File: src/rtl/mem_lsu_pkg.sv
// Shared definitions for the memory-stage load/store unit: aluop codes,
// register/bus constants, FSM state encoding and lane/alignment helpers.
package mem_lsu_pkg;

    localparam logic [7:0] EXE_NOP_OP = 8'b0000_0000;
    localparam logic [7:0] EXE_LB_OP  = 8'b1110_0000;
    localparam logic [7:0] EXE_LH_OP  = 8'b1110_0001;
    localparam logic [7:0] EXE_LW_OP  = 8'b1110_0011;
    localparam logic [7:0] EXE_LBU_OP = 8'b1110_0100;
    localparam logic [7:0] EXE_LHU_OP = 8'b1110_0101;
    localparam logic [7:0] EXE_SB_OP  = 8'b1110_1000;
    localparam logic [7:0] EXE_SH_OP  = 8'b1110_1001;
    localparam logic [7:0] EXE_SW_OP  = 8'b1110_1011;

    localparam logic [4:0]  NOP_REG_ADDR = 5'd0;
    localparam logic [31:0] ZERO_WORD    = 32'd0;

    typedef enum logic [1:0] {
        MEM_IDLE = 2'd0,
        MEM_BUSY = 2'd1,
        MEM_DONE = 2'd2
    } mem_state_e;

    function automatic logic is_mem_op(input logic [7:0] op);
        case (op)
            EXE_LB_OP, EXE_LH_OP, EXE_LW_OP, EXE_LBU_OP, EXE_LHU_OP,
            EXE_SB_OP, EXE_SH_OP, EXE_SW_OP: return 1'b1;
            default:                         return 1'b0;
        endcase
    endfunction

    function automatic logic is_store(input logic [7:0] op);
        return (op == EXE_SB_OP) || (op == EXE_SH_OP) || (op == EXE_SW_OP);
    endfunction

    function automatic logic is_aligned(input logic [7:0] op, input logic [1:0] off);
        case (op)
            EXE_LH_OP, EXE_LHU_OP, EXE_SH_OP: return ~off[0];
            EXE_LW_OP, EXE_SW_OP:             return (off == 2'b00);
            default:                          return 1'b1;
        endcase
    endfunction

    function automatic logic [3:0] lane_sel(input logic [7:0] op, input logic [1:0] off);
        case (op)
            EXE_LB_OP, EXE_LBU_OP, EXE_SB_OP: return 4'b0001 << off;
            EXE_LH_OP, EXE_LHU_OP, EXE_SH_OP: return off[1] ? 4'b1100 : 4'b0011;
            default:                          return 4'b1111;
        endcase
    endfunction

    // Store data is replicated across lanes so the bus slave only honours sel.
    function automatic logic [31:0] store_data(input logic [7:0] op, input logic [31:0] reg2);
        case (op)
            EXE_SB_OP: return {4{reg2[7:0]}};
            EXE_SH_OP: return {2{reg2[15:0]}};
            default:   return reg2;
        endcase
    endfunction

endpackage

File: src/rtl/mem_lsu_load_align.sv
// Combinational load formatter: picks the addressed byte/half from a bus word
// and sign- or zero-extends it according to the load opcode.
module mem_lsu_load_align (
    input  logic [31:0] rdata,
    input  logic [1:0]  byte_off,
    input  logic [7:0]  aluop,
    output logic [31:0] result
);
    import mem_lsu_pkg::*;

    logic [7:0]  byte_v;
    logic [15:0] half_v;

    always_comb begin
        byte_v = rdata[{byte_off, 3'b000} +: 8];
        half_v = byte_off[1] ? rdata[31:16] : rdata[15:0];
        case (aluop)
            EXE_LB_OP:  result = {{24{byte_v[7]}}, byte_v};
            EXE_LBU_OP: result = {24'd0, byte_v};
            EXE_LH_OP:  result = {{16{half_v[15]}}, half_v};
            EXE_LHU_OP: result = {16'd0, half_v};
            default:    result = rdata;
        endcase
    end

endmodule

File: src/rtl/mem_lsu.sv
// Memory-stage load/store unit: runs one bus transaction per memory op,
// stalls the pipeline while it is outstanding, and formats load results.
module mem_lsu #(
    parameter int ADDR_W = 32,
    parameter int DATA_W = 32
) (
    input  logic              clk,
    input  logic              rst,
    input  logic [4:0]        mem_wd,
    input  logic              mem_wreg,
    input  logic [DATA_W-1:0] mem_wdata,
    input  logic [7:0]        mem_aluop,
    input  logic [ADDR_W-1:0] mem_mem_addr,
    input  logic [DATA_W-1:0] mem_reg2,
    output logic [4:0]        wb_wd,
    output logic              wb_wreg,
    output logic [DATA_W-1:0] wb_wdata,
    output logic              stallreq_mem,
    output logic              misalign,
    output logic              dbus_req,
    output logic              dbus_we,
    output logic [ADDR_W-1:0] dbus_addr,
    output logic [3:0]        dbus_sel,
    output logic [DATA_W-1:0] dbus_wdata,
    input  logic              dbus_ack,
    input  logic [DATA_W-1:0] dbus_rdata
);
    import mem_lsu_pkg::*;

    mem_state_e        state_q, state_d;
    logic              dbus_req_q, dbus_req_d;
    logic              dbus_we_q, dbus_we_d;
    logic [ADDR_W-1:0] dbus_addr_q, dbus_addr_d;
    logic [3:0]        dbus_sel_q, dbus_sel_d;
    logic [DATA_W-1:0] dbus_wdata_q, dbus_wdata_d;
    logic [DATA_W-1:0] rdata_q, rdata_d;

    logic              mem_op;
    logic              aligned;
    logic [DATA_W-1:0] load_result;

    assign mem_op  = is_mem_op(mem_aluop);
    assign aligned = is_aligned(mem_aluop, mem_mem_addr[1:0]);

    mem_lsu_load_align u_load_align (
        .rdata    (rdata_q),
        .byte_off (mem_mem_addr[1:0]),
        .aluop    (mem_aluop),
        .result   (load_result)
    );

    always_comb begin
        state_d      = state_q;
        dbus_req_d   = dbus_req_q;
        dbus_we_d    = dbus_we_q;
        dbus_addr_d  = dbus_addr_q;
        dbus_sel_d   = dbus_sel_q;
        dbus_wdata_d = dbus_wdata_q;
        rdata_d      = rdata_q;
        case (state_q)
            MEM_IDLE: begin
                if (mem_op && aligned) begin
                    state_d      = MEM_BUSY;
                    dbus_req_d   = 1'b1;
                    dbus_we_d    = is_store(mem_aluop);
                    dbus_addr_d  = {mem_mem_addr[ADDR_W-1:2], 2'b00};
                    dbus_sel_d   = lane_sel(mem_aluop, mem_mem_addr[1:0]);
                    dbus_wdata_d = store_data(mem_aluop, mem_reg2);
                end
            end
            MEM_BUSY: begin
                // An ack only counts while the request is actually on the bus.
                if (dbus_ack && dbus_req_q) begin
                    state_d    = MEM_DONE;
                    dbus_req_d = 1'b0;
                    rdata_d    = dbus_rdata;
                end
            end
            default: state_d = MEM_IDLE;
        endcase
    end

    always_ff @(posedge clk) begin
        if (rst) begin
            state_q      <= MEM_IDLE;
            dbus_req_q   <= 1'b0;
            dbus_we_q    <= 1'b0;
            dbus_addr_q  <= '0;
            dbus_sel_q   <= 4'b0000;
            dbus_wdata_q <= '0;
            rdata_q      <= '0;
        end else begin
            state_q      <= state_d;
            dbus_req_q   <= dbus_req_d;
            dbus_we_q    <= dbus_we_d;
            dbus_addr_q  <= dbus_addr_d;
            dbus_sel_q   <= dbus_sel_d;
            dbus_wdata_q <= dbus_wdata_d;
            rdata_q      <= rdata_d;
        end
    end

    always_comb begin
        wb_wd        = mem_wd;
        wb_wreg      = mem_wreg;
        wb_wdata     = mem_wdata;
        stallreq_mem = 1'b0;
        misalign     = 1'b0;
        if (rst) begin
            wb_wd    = NOP_REG_ADDR;
            wb_wreg  = 1'b0;
            wb_wdata = ZERO_WORD;
        end else begin
            case (state_q)
                MEM_IDLE: begin
                    if (mem_op) begin
                        wb_wreg      = 1'b0;
                        stallreq_mem = aligned;
                        misalign     = ~aligned;
                    end
                end
                MEM_BUSY: begin
                    wb_wreg      = 1'b0;
                    stallreq_mem = 1'b1;
                end
                default: begin
                    if (is_store(mem_aluop))
                        wb_wreg = 1'b0;
                    else if (mem_op)
                        wb_wdata = load_result;
                end
            endcase
        end
    end

    assign dbus_req   = dbus_req_q;
    assign dbus_we    = dbus_we_q;
    assign dbus_addr  = dbus_addr_q;
    assign dbus_sel   = dbus_sel_q;
    assign dbus_wdata = dbus_wdata_q;

endmodule
File: config.mk
export PLATFORM = sky130hd
export DESIGN_NAME = mem_lsu
export DESIGN_NICKNAME = d
export VERILOG_FILES = /design/src/rtl/mem_lsu_pkg.sv /design/src/rtl/mem_lsu_load_align.sv /design/src/rtl/mem_lsu.sv
export SDC_FILE = /design/constraint.sdc
export NUM_CORES = 1
export LEC_CHECK = 0
export BUFFER_PORTS_ARGS = -buffer_cell sky130_fd_sc_hd__buf_2
export CAP_MARGIN = 10
export CORE_UTILIZATION = 45
export DETAILED_ROUTE_END_ITERATION = 7
export PLACE_DENSITY = 0.81
export SLEW_MARGIN = 20
export SYNTH_ARGS = -nofsm -noshare
export SYNTH_HDL_FRONTEND = slang
export SYNTH_HIERARCHICAL = 1
export SYNTH_SLANG_ARGS = --single-unit
File: constraint.sdc
create_clock -name clk -period 4.9 [get_ports clk]
set_input_delay 0.49 -clock clk [delete_from_list [all_inputs] [get_ports clk]]
set_output_delay 0.49 -clock clk [all_outputs]
set_load 0.02 [all_outputs]
==> results of run 1 <==
-- power by group through the flow --
stage	sequential, µW	clock (µW)	combinational (µW)
global placement	859	0	212
global route	841	709	234
finish	840	659	216
CTS	840	675	215
floorplan	869	0	103
detailed placement	859	0	214
-- cells in the mapped netlist (all sizes together) (2+ instances only) --
cell,instances
a2111oi,2
a211oi,20
a21o,16
a21oi,130
a2bb2oi,7
buf,23
clkbuf,37
dfxtp,102
inv,5
mux2,10
mux2i,25
nand2,229
nand2b,2
nand3,2
nand4b,3
nor2,38
nor2b,8
nor3,4
nor4b,2
o211ai,8
o21ai,8
o22ai,7
-- worst reg2reg max path, stage by stage (launching register included) --
cell and delay (ns):
dfxtp_1 0.35, nor2_1 0.20, and4_2 0.68, buf_4 0.58, nor2_1 0.12, a211oi_2 0.23
-- how the worst min path moves through the flow --
stage               cells past startpoint  slack [ns]             start             to
finish                                  3        0.38  mem_mem_addr[10]  dbus_addr[10]
global route                            3        0.38  mem_mem_addr[10]  dbus_addr[10]
CTS                                     3        0.37  mem_mem_addr[17]  dbus_addr[17]
detailed placement                      2        0.44      dbus_addr[4]   dbus_addr[4]
global placement                        2        0.44     dbus_addr[17]  dbus_addr[17]
floorplan                               2        0.44        rdata_q[0]     rdata_q[0]
-- cell families after synthesis --
group	share of synthesized area, %
flops	39.4
compound gates	24.2
buf+inv	5.55
simple gates	23.7
other cells	0.0724
mux	7.00
-- registers in the layout, summed over array words and instances, names as in the netlist --
name and count:
dbus_sel 4, rdata_q 32, state_q 2, dbus_wdata 32, dbus_we 1, dbus_addr 30
dbus_req 1
-- area by class of cell --
type | instances | share of cell area (%)
Clock buffer | 12 | 3.52
Clock inverter | 4 | 0.466
Inverter | 5 | 0.279
Multi-Input combinational cell | 537 | 42.9
Sequential cell | 102 | 30.4
Tap cell | 140 | 2.61
Timing Repair Buffer | 261 | 19.8
-- per-stage QoR --
step | area [µm²] | instances | setup WS (ns) | utilization [%] | hold WS, ns
floorplan | 5190 | 704 | 2.34 | - | 0.437
global placement | 6440 | 1045 | 1.75 | 58.4 | 0.439
detailed placement | 6440 | 1045 | 1.66 | 58.4 | 0.444
CTS | 6710 | 1061 | 1.66 | 60.8 | 0.367
global route | 6720 | 1061 | 1.58 | 60.9 | 0.375
finish | 6720 | 1061 | 1.81 | 60.9 | 0.377
-- layer usage --
| layer | global-route usage, % | vias to the layer above | routed length, µm |
|---|---|---|---|
| met5 | 0 | - | 0 |
| met1 | 32.4 | 2543 | 6810 |
| met4 | 12.3 | 0 | 543 |
| met2 | 41.8 | 245 | 7200 |
| li1 | - | 2807 | - |
| met3 | 5.16 | 42 | 1220 |
==> results.cfg, run 1 <==
[run_status]
outcome = finished clean

[timing]
setup_tns_ns = 0
clock.fmax_mhz = 324
tightest_slew_ns = 0.963
hold_violations = 0
finClkSkew_ns = 0.0114
drv_slew = 0
post-route-min-period_ns = 3.09
rsz0062_at_grt = false
setup_viol = 0
finalCritPeriodShare_pct = 63.0
slew_headroom_pct = 35.8

[final_layout]
final_common_cell = buf_2
area_growth_pct = 29.6
fill_cells = 1068
antenna_cells = 0
drive_above_1_share_pct = 32.7
multi_input_area_um2 = 2880
register_area_um2 = 2040
final_cell_mix = buf_2, nand2_1, a21oi_1
nNetsFinal = 1061

[synthesis]
synth_edf_count = 0
netlist_area_um2 = 5180
yosys-top-cells-area = dfxtp_1, nand2_1, a21oi_1, mux2i_1, nor2_1
syn_avg_cell_area_um2 = 7.37
synth-seq-area-share_pct = 39.4
synth_warnings = 6
synth.distinct_cells = 44
synth_top_area_share_pct = 39.4
synth_cells = 703
yosys.area.top_type = dfxtp_1
ys_async_sr_fraction_pct = 0
ys_ff_latch = 102
synth_ff_type = dfxtp_1

[power]
power_uw = 1710
seq_power_share_pct = 49.0
comb_power_share_pct = 12.6
p_clk_share_pct = 38.4
internal-power_uw = 1270
swShare_pct = 25.9
netSwitchingPower_uw = 444
p_leak_uw = 0.00304
powerDensity_nw_per_um2 = 255
ir_worst_vdd_v = 0.000197

[worst_setup_path]
required_ns = 4.41
crit_end = stallreq_mem
path_cells = buf_2 -> inv_1 -> a21oi_1 -> and4_2 -> nor2_1 -> nor3_1 -> buf_2
critPathCaptureType = primary output
cp_data_arrival_time_ns = 2.60
rr_endpoint = dbus_wdata[11]
path_max_fanout = 32
critPathMostFrequentCell = buf_2
crit_start = mem_aluop[0]
max_stage_delay_ns = 0.69
crit_family = simple AND/OR/NAND/NOR gates
crit_type = input pin to primary output
r2r_setup_slack_ns = 2.66
startpoint_type = input pin
path_buf_inv = 3
slowest_stage = and4_2
rr_startpoint = state_q[1]
crit_cells = 7
r2r_cells = 5

[place]
place_congestion = 0.892
hpwl_um = 11300
io_buffers = 252

[global_route]
grt_pass1_wl_um = 23800
grt_max_degree = 82
grt_util_all_layers_pct = 25.6
antenna_found_initial = 0
grt_pass1_vias = 5027
overflow = 0

[clock_tree]
root_buffer = clkbuf_16
clk_pin_slew_ns = 0.07
h-tree-depth = 3
cts_sinks = 102
clockBufferDepth = 2
cts_tree = yes
cts_resized = 0
numCtsBuffers = 9
postCtsHoldBufs = 0
clkLatencyLatePin_ns = 0.34
cts_setup_buffers = 0

[die]
num_rows = 38
die_w_um = 109
start_util_pct = 47.0
fp.coreArea_um2 = 11000
die_area_um2 = 11900
ios = 255
die_h_um = 109

[flow_run]
cap_violations = 0

[worst_hold_path]
holdCritPathClass = input pin to flop

[routing]
drtAntennaViolNets = 0
vias_per_cell = 5.31
vias = 5637
drt_pass1_iterations = 5
wl_per_cell_um = 14.9
drt-initial-drc-count = 315
wl_um = 15800
drt_drc_violations_left = 0
Note: power is estimated with default switching activity, not from simulation.
==> run 2, diff against run 1 <==
Clock period 4.9 ns to 2.9 ns, I/O delays scaled along.
==> run 2 against run 1 <==
Via count fell by 0.43%. Clock power grew 70%. Design area is 0.89% higher. Total power rose by 70%. Clock skew shrank 0.0042 ns. Final cell count grew 0.57%. Sequential share of layout area is 0.27 points lower. Global-route usage shrank 0.25 points. Sequential power up 69%. Worst hold slack lost 0.19 ns. Wire length down 2.4%. First-iteration DRC count up 32%. Critical path type unchanged. Largest power group unchanged.
==> results.cfg, run 2 (same netlist as run 1, synthesis figures left out) <==
[worst_setup_path]
cp_data_arrival_time_ns = 2.21
required_ns = 2.61
crit_type = input pin to primary output
path_max_fanout = 32
startpoint_type = input pin
critPathCaptureType = primary output

[timing]
post-route-min-period_ns = 2.50
clock.fmax_mhz = 399
setup_viol = 0
hold_violations = 0
drv_slew = 0
slew_headroom_pct = 58.4
finalCritPeriodShare_pct = 86.3
whs_ns = 0.184
rsz0062_at_grt = false
setup_tns_ns = 0
tightest_slew_ns = 0.622
finClkSkew_ns = 0.00718

[clock_tree]
clkLatencyLatePin_ns = 0.34
clockBufferDepth = 2
root_buffer = clkbuf_16
clk_pin_slew_ns = 0.07
cts_tree = yes
cts_resized = 0
numCtsBuffers = 9
h-tree-depth = 3
cts_setup_buffers = 0
cts_sinks = 102
postCtsHoldBufs = 0

[routing]
wl_um = 15400
vias = 5613
vias_per_cell = 5.26
wl_per_cell_um = 14.4
drt_pass1_iterations = 5
drtAntennaViolNets = 0
drt-initial-drc-count = 417
drt_drc_violations_left = 0

[die]
die_area_um2 = 11900
die_w_um = 109
ios = 255
start_util_pct = 47.0
num_rows = 38
die_h_um = 109
fp.coreArea_um2 = 11000

[worst_hold_path]
holdCritPathClass = input pin to flop

[global_route]
grt_pass1_wl_um = 23700
grt_use_met3_pct = 6.58
busiest_layer = met2
grt_pass1_vias = 4922
use_met2_pct = 41.2
overflow = 0
gr-usage-met1_pct = 32.3
antenna_found_initial = 0
grt_util_all_layers_pct = 25.4
grt_max_degree = 80

[place]
io_buffers = 252
hpwl_um = 11400
place_congestion = 0.868
place_area_um2 = 6500

[final_layout]
drive_above_1_share_pct = 33.2
area_growth_pct = 30.7
final_cell_mix = buf_2, nand2_1, a21oi_1
final_area_um2 = 6780
antenna_cells = 0
nNetsFinal = 1067
final_common_cell = buf_2

[power]
ir_worst_vdd_v = 0.000331
powerDensity_nw_per_um2 = 430
power_uw = 2910
p_leak_uw = 0.00309

[run_status]
outcome = finished clean

[flow_run]
cap_violations = 0
[run 2: cell count changes in the layout (fill, tap and decap cells not counted)]
cell	before	now
clkbuf_1	3	2
buf_4	10	15
buf_12	0	1
clkinv_4	0	3
inv_6	1	0
inv_8	0	1
a211oi_2	8	9
clkinvlp_4	3	1
a211oi_4	1	0
[run 2: critical path, stage by stage]
cell and delay [ns]:
buf_2 0.48, nand2b_1 0.25, a2111oi_4 0.38, buf_4 0.35
nand2_1 0.09, a21oi_1 0.16, buf_2 0.19
[run 2: path summary, 6_finish.rpt]
check                   startpoint       endpoint  slack, ns  depth (start not counted)
setup / recovery      mem_aluop[0]    wb_wdata[9]       0.40                          7
hold / removal    mem_mem_addr[10]  dbus_addr[10]       0.18                          3
setup reg to reg        state_q[0]    rdata_q[14]       1.09                          5
hold reg to reg      dbus_wdata[1]  dbus_wdata[1]       0.45                          2
[run 2: cell type report]
class	count	area, µm²
clock buffers	11	233
clock inverters	5	45.0
fillers	1000	4260
inverters	5	18.8
multi-input cells	537	2870
flip-flops and latches	102	2040
well taps	140	175
repair buffers	267	1390
[run 2: metrics by stage]
stage / cells / util [%] / worst slack, ns
after floorplan: 704 / - / 0.743
after global placement: 1051 / 58.9 / 0.494
after detailed placement: 1051 / 58.9 / 0.427
after CTS: 1067 / 61.4 / 0.426
after global routing: 1067 / 61.4 / 0.262
final: 1067 / 61.4 / 0.397
[run 2: power by group]
part	total [µW]	leakage [µW]	switching, µW	internal, µW
registers	1420	0.000822	6.26	1410
logic	367	0.00213	217	150
clock network	1120	0.000132	530	594
[run 2: layer usage]
metal  part of all wire (%)  vias up
met4                    2.5        0
met5                      0        -
met1                     43     2507
li1                       -     2827
met3                    8.0       33
met2                     47      246
